$ cat config.mk
export PLATFORM = sky130hd
export DESIGN_NAME = ita_softmax_requant_fifo
export DESIGN_NICKNAME = d
export VERILOG_FILES = /design/src/rtl/ita_softmax_requant_fifo.sv
export SDC_FILE = /design/constraint.sdc
export NUM_CORES = 2
export LEC_CHECK = 0
export BUFFER_PORTS_ARGS = -buffer_cell sky130_fd_sc_hd__buf_2
export CAP_MARGIN = 30
export CELL_PAD_IN_SITES_DETAIL_PLACEMENT = 0
export CELL_PAD_IN_SITES_GLOBAL_PLACEMENT = 1
export CORE_ASPECT_RATIO = 0.6
export CORE_MARGIN = 4
export CORE_UTILIZATION = 45
export DETAILED_ROUTE_END_ITERATION = 10
export PLACE_DENSITY = 0.64
export SYNTH_ARGS = -nofsm -noshare
export SYNTH_HDL_FRONTEND = slang
export SYNTH_SLANG_ARGS = --single-unit
$ cat constraint.sdc
create_clock -name clk_i -period 18.65 [get_ports clk_i]
set_input_delay 1.865 -clock clk_i [delete_from_list [all_inputs] [get_ports clk_i]]
set_output_delay 1.865 -clock clk_i [all_outputs]
set_load 0.02 [all_outputs]
$ cat src/rtl/ita_softmax_requant_fifo.sv
// First-word-fall-through vector FIFO between the requantizer and the softmax unit.
// Optional sticky overflow/underflow flags and misuse assertions: define ITA_SOFTMAX_FIFO_ERR_EN.
module ita_softmax_requant_fifo #(
   parameter int unsigned N         = 16,
   parameter int unsigned WO        = 8,
   parameter int unsigned DEPTH     = 16,
   parameter int unsigned AF_THRESH = 12
) (
   input  logic                       clk_i,
   input  logic                       rst_i,
   input  logic                       flush_i,
   input  logic                       push_valid_i,
   output logic                       push_ready_o,
   input  logic [N*WO-1:0]            push_data_i,
   input  logic                       pop_i,
   output logic                       pop_valid_o,
   output logic [N*WO-1:0]            pop_data_o,
   output logic [$clog2(DEPTH):0]     count_o,
   output logic                       almost_full_o,
   output logic                       empty_o
`ifdef ITA_SOFTMAX_FIFO_ERR_EN
   ,
   output logic                       overflow_o,
   output logic                       underflow_o
`endif
);

   localparam int unsigned PTR_W = $clog2(DEPTH);
   localparam int unsigned CNT_W = PTR_W + 1;
   localparam int unsigned DW    = N * WO;

   localparam logic [CNT_W-1:0] CNT_ONE     = CNT_W'(1);
   localparam logic [PTR_W:0]   PTR_ONE     = (PTR_W + 1)'(1);
   localparam logic [CNT_W-1:0] AF_THRESH_C = CNT_W'(AF_THRESH);

   logic [DW-1:0]      mem_q [DEPTH];
   logic [DW-1:0]      mem_d [DEPTH];
   logic [PTR_W:0]     wr_ptr_q, wr_ptr_d;
   logic [PTR_W:0]     rd_ptr_q, rd_ptr_d;
   logic [CNT_W-1:0]   count_q, count_d;

   logic full, empty, push_fire, pop_fire;

   // Pointer MSB is the wrap bit; equal indices with differing wrap bits means full.
   assign full  = (wr_ptr_q[PTR_W-1:0] == rd_ptr_q[PTR_W-1:0]) &&
                  (wr_ptr_q[PTR_W] != rd_ptr_q[PTR_W]);
   assign empty = (wr_ptr_q == rd_ptr_q);

   assign push_fire = push_valid_i & ~full;
   assign pop_fire  = pop_i & ~empty;

   assign push_ready_o  = ~full;
   assign pop_valid_o   = ~empty;
   assign pop_data_o    = empty ? '0 : mem_q[rd_ptr_q[PTR_W-1:0]];
   assign count_o       = count_q;
   assign almost_full_o = (count_q >= AF_THRESH_C);
   assign empty_o       = (count_q == '0);

   always_comb begin
      // NOTE: every combinational output gets a default first so no latch is inferred.
      mem_d    = mem_q;
      wr_ptr_d = wr_ptr_q;
      rd_ptr_d = rd_ptr_q;
      count_d  = count_q;
      if (flush_i) begin
         wr_ptr_d = '0;
         rd_ptr_d = '0;
         count_d  = '0;
      end else begin
         if (push_fire) begin
            mem_d[wr_ptr_q[PTR_W-1:0]] = push_data_i;
            wr_ptr_d                   = wr_ptr_q + PTR_ONE;
         end
         if (pop_fire) begin
            rd_ptr_d = rd_ptr_q + PTR_ONE;
         end
         case ({push_fire, pop_fire})
            2'b10:   count_d = count_q + CNT_ONE;
            2'b01:   count_d = count_q - CNT_ONE;
            default: count_d = count_q;
         endcase
      end
   end

   // NOTE: sequential state uses non-blocking assignments so all flops update together at the edge.
   always_ff @(posedge clk_i or posedge rst_i) begin
      if (rst_i) begin
         wr_ptr_q <= '0;
         rd_ptr_q <= '0;
         count_q  <= '0;
      end else begin
         wr_ptr_q <= wr_ptr_d;
         rd_ptr_q <= rd_ptr_d;
         count_q  <= count_d;
      end
   end

   // NOTE: storage is deliberately not reset; pop_data_o is gated to zero while empty instead.
   always_ff @(posedge clk_i) begin
      mem_q <= mem_d;
   end

`ifdef ITA_SOFTMAX_FIFO_ERR_EN
   logic overflow_q, overflow_d;
   logic underflow_q, underflow_d;

   always_comb begin
      overflow_d  = overflow_q | (push_valid_i & full);
      underflow_d = underflow_q | (pop_i & empty);
      if (flush_i) begin
         overflow_d  = 1'b0;
         underflow_d = 1'b0;
      end
   end

   always_ff @(posedge clk_i or posedge rst_i) begin
      if (rst_i) begin
         overflow_q  <= 1'b0;
         underflow_q <= 1'b0;
      end else begin
         overflow_q  <= overflow_d;
         underflow_q <= underflow_d;
      end
   end

   assign overflow_o  = overflow_q;
   assign underflow_o = underflow_q;

   // Misuse is reported as a warning; the sticky flags carry the hard error indication.
   a_no_push_full : assert property (@(posedge clk_i) disable iff (rst_i || flush_i)
      !(push_valid_i && full)) else $warning("push while full");
   a_no_pop_empty : assert property (@(posedge clk_i) disable iff (rst_i || flush_i)
      !(pop_i && empty)) else $warning("pop while empty");
`endif

endmodule
==> results summary <==
Once detailed placement completed, the half-perimeter wirelength came to 91.1 mm. The period utilization is 0.408. The arrival time at the worst endpoint came out at about 5.8 ns.

For this run, the total global-route usage over all layers was measured as 0.201. sky130_fd_sc_hd__edfxtp_1 is the most common cell in the netlist. Setup repair after global routing left no endpoint under its margin. The largest total area in the synthesized netlist belongs to sky130_fd_sc_hd__edfxtp_1.

The number of buffers created by CTS is 190. The largest buffer count on any clock path came out at 4. The number of warning messages in the yosys log is 0. The post-route DRC violation count came out at 0. The smallest hold slack came out at just over 0.6 ns. The first global-routing pass estimated between 200 and 300 mm of wire. The number of register bits inferred by synthesis is approximately 2.1k.

The maximum fanout count along the critical path came out at between 40 and 50. The number of cells in the design after placement came out at 5623. After detailed routing, the number of vias per cell comes to between 5 and 6. In this run the count of I/O pins placed on the die edge is 270. The root buffer cell chosen for the clock tree is sky130_fd_sc_hd__clkbuf_16. The proportion of total power due to net switching is 0.234. The worst register-to-register path begins at rd_ptr_q[3]. The final antenna-violating net count came out at 0. The top-area cell type share of the netlist area is 0.783. The worst setup path is launched from a flip-flop. The beginning of the critical path is rd_ptr_q[0]. The run finished with clean final reports.

The die outline width came out at approximately 550 µm. The maximum number of pins on one net before global-route repair is 164. Derived from the worst setup path, the maximum achievable clock frequency is about 130 MHz.

The number of instances in the synthesized netlist is between 3k and 4k. The synthesized net count came out at around 3.2k. The floorplan die height came out at 332 µm. The number of maximum-capacitance constraint violations came out at 0.

Hold repair after CTS inserted 0 buffers. The H-tree was split into 4 levels. The worst register-to-register path ends at mem_q[126].

The number of cells traversed by the worst hold path came out at 2. The kind of critical path is reg2out. The post-detailed-placement cell area came out at 0.0830 mm².

The layout overhead on the synthesized area is 13.5%. Of the total power, registers draw 0.502. The slew at the pin closest to its max-slew limit came out at 1.11 ns. The area of the placeable core is 0.173 mm². In this run the worst hold path is classified as reg2reg. The layout net count came out at 3621. Global routing finished with a remaining overflow of 0. Counting instances in the post-synthesis netlist gives the leading cell types as 2048 x sky130_fd_sc_hd__edfxtp_1, 640 x sky130_fd_sc_hd__mux4_2, 128 x sky130_fd_sc_hd__and2_1. The number of input and output port buffers inserted is ~270.

Summed over all cells, the static leakage comes to 27.2 nW. The total number of placement rows came out at approximately 120. STA classifies the critical path endpoint as an output port. After synthesis, the mean cell area works out to roughly 25 µm². The initial standard-cell utilization of the core came out at 0.454. The share of cells above drive strength 1 came out at 0.349. By area the synthesized netlist is led by sky130_fd_sc_hd__edfxtp_1 78%, sky130_fd_sc_hd__mux4_2 18%, sky130_fd_sc_hd__and2_1 1.0%. In the final routed layout, each cell accounts on average for approximately 31 µm.

Summing every instance area after synthesis gives roughly 0.08 mm². Of the total power, combinational logic draws 0.137. The later pin in the worst-skew pair is clocked with a latency of approximately 0.80 ns. The number of search-and-repair iterations in the first detailed-routing pass is 5. Among all flip-flop cells after synthesis, the most frequent one is sky130_fd_sc_hd__edfxtp_1. The count of placed standard cells in the final layout, fillers left out is about 6.0k. The clock sink total is 2063. The die covers around 0.18 mm². The TritonCTS clock tree is yes.

The number of pins exceeding their max-slew limit in the final report was 0. The number of global-route vias before repair came out at 36.8k. The path with the worst hold slack has its endpoint at wr_ptr_q[4]. The final standard cell area without fillers is 0.0891 mm². The congestion estimate from routability-driven global placement came to just over 0.7.

The count of vias placed by the detailed router is between 30k and 40k. In this run, the number of DRC markers left after iteration 0 of detailed routing was around 3.4k. The register-to-register path setup slack is between 10 and 15 ns. The highest ir drop seen on vdd came out at 0.0787 mV.

The switching power summed over all nets is 2.41 mW. The critical path required time is ~17 ns. The number of gates resized after CTS came out at 0. The power density over cell area is about 120 mW/mm².

The post-layout minimum cycle time came out at between 7 and 8 ns. The initial antenna violation count was 41. The worst register-to-register path has a depth of 7. Buffers added to address setup during post-CTS repair amount to 0. After layout, the design draws a total of between 10 and 15 mW.

The internal portion of the total power is 7.89 mW. Of the synthesized area, sequential elements account for 0.788. The post-CTS clock slew at the launch and capture registers of the worst setup and hold paths is 0.07 ns.

The number of failing setup endpoints in the final timing report is 0. The number of different library cells in the post-synthesis netlist is 40. Measured against its own limit, the worst slew margin works out to 0.259. In this run the most critical hold path is launched from wr_ptr_q[4]. The clock arrives with 0.0220 ns of skew.

Counting flops with an async set or reset pin after synthesis yields a share of 0.00727. The detailed-route wire length came out at approximately 180 mm. The relative contribution of the clock network to total power came out at 0.362. The hold violation count in the final report came to 0. The number of enable flip-flop cells after synthesis came out at approximately 2k. The final total negative setup slack came out at 0 ns.
==> registers in the layout (all words and copies together), names as in the netlist <==
| name | cells |
|---|---|
| count_o | 5 |
| rd_ptr_q | 5 |
| mem_q | 2048 |
| wr_ptr_q | 5 |
==> critical path: stages, from the launching register on <==
cell	delay [ns]
sky130_fd_sc_hd__dfrtp_4	0.94
sky130_fd_sc_hd__buf_4	0.75
sky130_fd_sc_hd__buf_4	0.81
sky130_fd_sc_hd__buf_4	0.88
sky130_fd_sc_hd__mux4_2	0.60
sky130_fd_sc_hd__mux4_2	0.53
sky130_fd_sc_hd__and2_1	0.20
sky130_fd_sc_hd__buf_2	0.16
==> layout by cell type, fill, tap and decap left out, drive strengths merged, types with 2 or more instances in the layout <==
| master | instances |
|---|---|
| edfxtp | 2048 |
| mux4 | 640 |
| buf | 349 |
| clkbuf | 232 |
| and2 | 129 |
| clkinv | 79 |
| nor2 | 29 |
| diode | 20 |
| dfrtp | 15 |
| bufinv | 14 |
| inv | 12 |
| xor2 | 9 |
| xnor2 | 8 |
| ha | 7 |
| nand2 | 7 |
| clkinvlp | 5 |
| nor4 | 5 |
| a21oi | 5 |
| nand4 | 4 |
| nand2b | 4 |
| mux2i | 3 |
| or2 | 3 |
| a21o | 2 |
| o21ai | 2 |
==> worst max-delay path by stage <==
stage	to	slack [ns]	cells after the start
6_report	pop_data_o[107]	11.03	7
3_5_place_dp	pop_data_o[107]	11.62	7
5_1_grt	pop_data_o[107]	10.44	7
4_1_cts	pop_data_o[107]	10.74	7
2_1_floorplan	mem_q[1664]	3.44	3
3_3_place_gp	pop_data_o[108]	11.70	7
==> cells by family (layout without fill, tap and decap cells) <==
logic type,count (synthesis),in the layout,share of synthesized area
xor+xnor,17,17,0.00190
buf+inv,170,691,0.00917
simple gates,186,186,0.0137
fa+ha+maj,7,7,0.00112
mux,644,644,0.184
other cells,0,20,0
flops,2063,2063,0.788
compound gates,16,16,0.00167
==> power groups by stage <==
stage          clock network, mW  registers [mW]  logic (mW)
6_report                    3.73            5.16        1.41
5_1_grt                     4.02            5.16        1.52
4_1_cts                     3.82            5.17        1.44
3_5_place_dp                   0            5.27        1.43
3_3_place_gp                   0            5.26        1.39
2_1_floorplan                  0            5.26       0.991
==> layout make-up <==
cell class                      count  area (µm²)
Antenna cell                       20        50.0
Clock buffer                      232        5000
Clock inverter                    103         845
Fill cell                       13164       83800
Inverter                            7        26.3
Multi-Input combinational cell    870       16000
Sequential cell                  2063       61900
Tap cell                         2340        2930
Timing Repair Buffer              349        2330
==> stage by stage <==
step / util / setup slack (ns)
2_1_floorplan: - / 3.44
3_3_place_gp: 0.479 / 11.70
3_5_place_dp: 0.480 / 11.62
4_1_cts: 0.514 / 10.74
5_1_grt: 0.515 / 10.44
6_report: 0.515 / 11.03
==> layer usage <==
metal,wire (µm),global-route usage
met2,93900,0.340
met5,90,0
met4,2890,0.0368
met1,76000,0.280
met3,10500,0.0340
No activity file was read; power rests on OpenSTA's default activity.
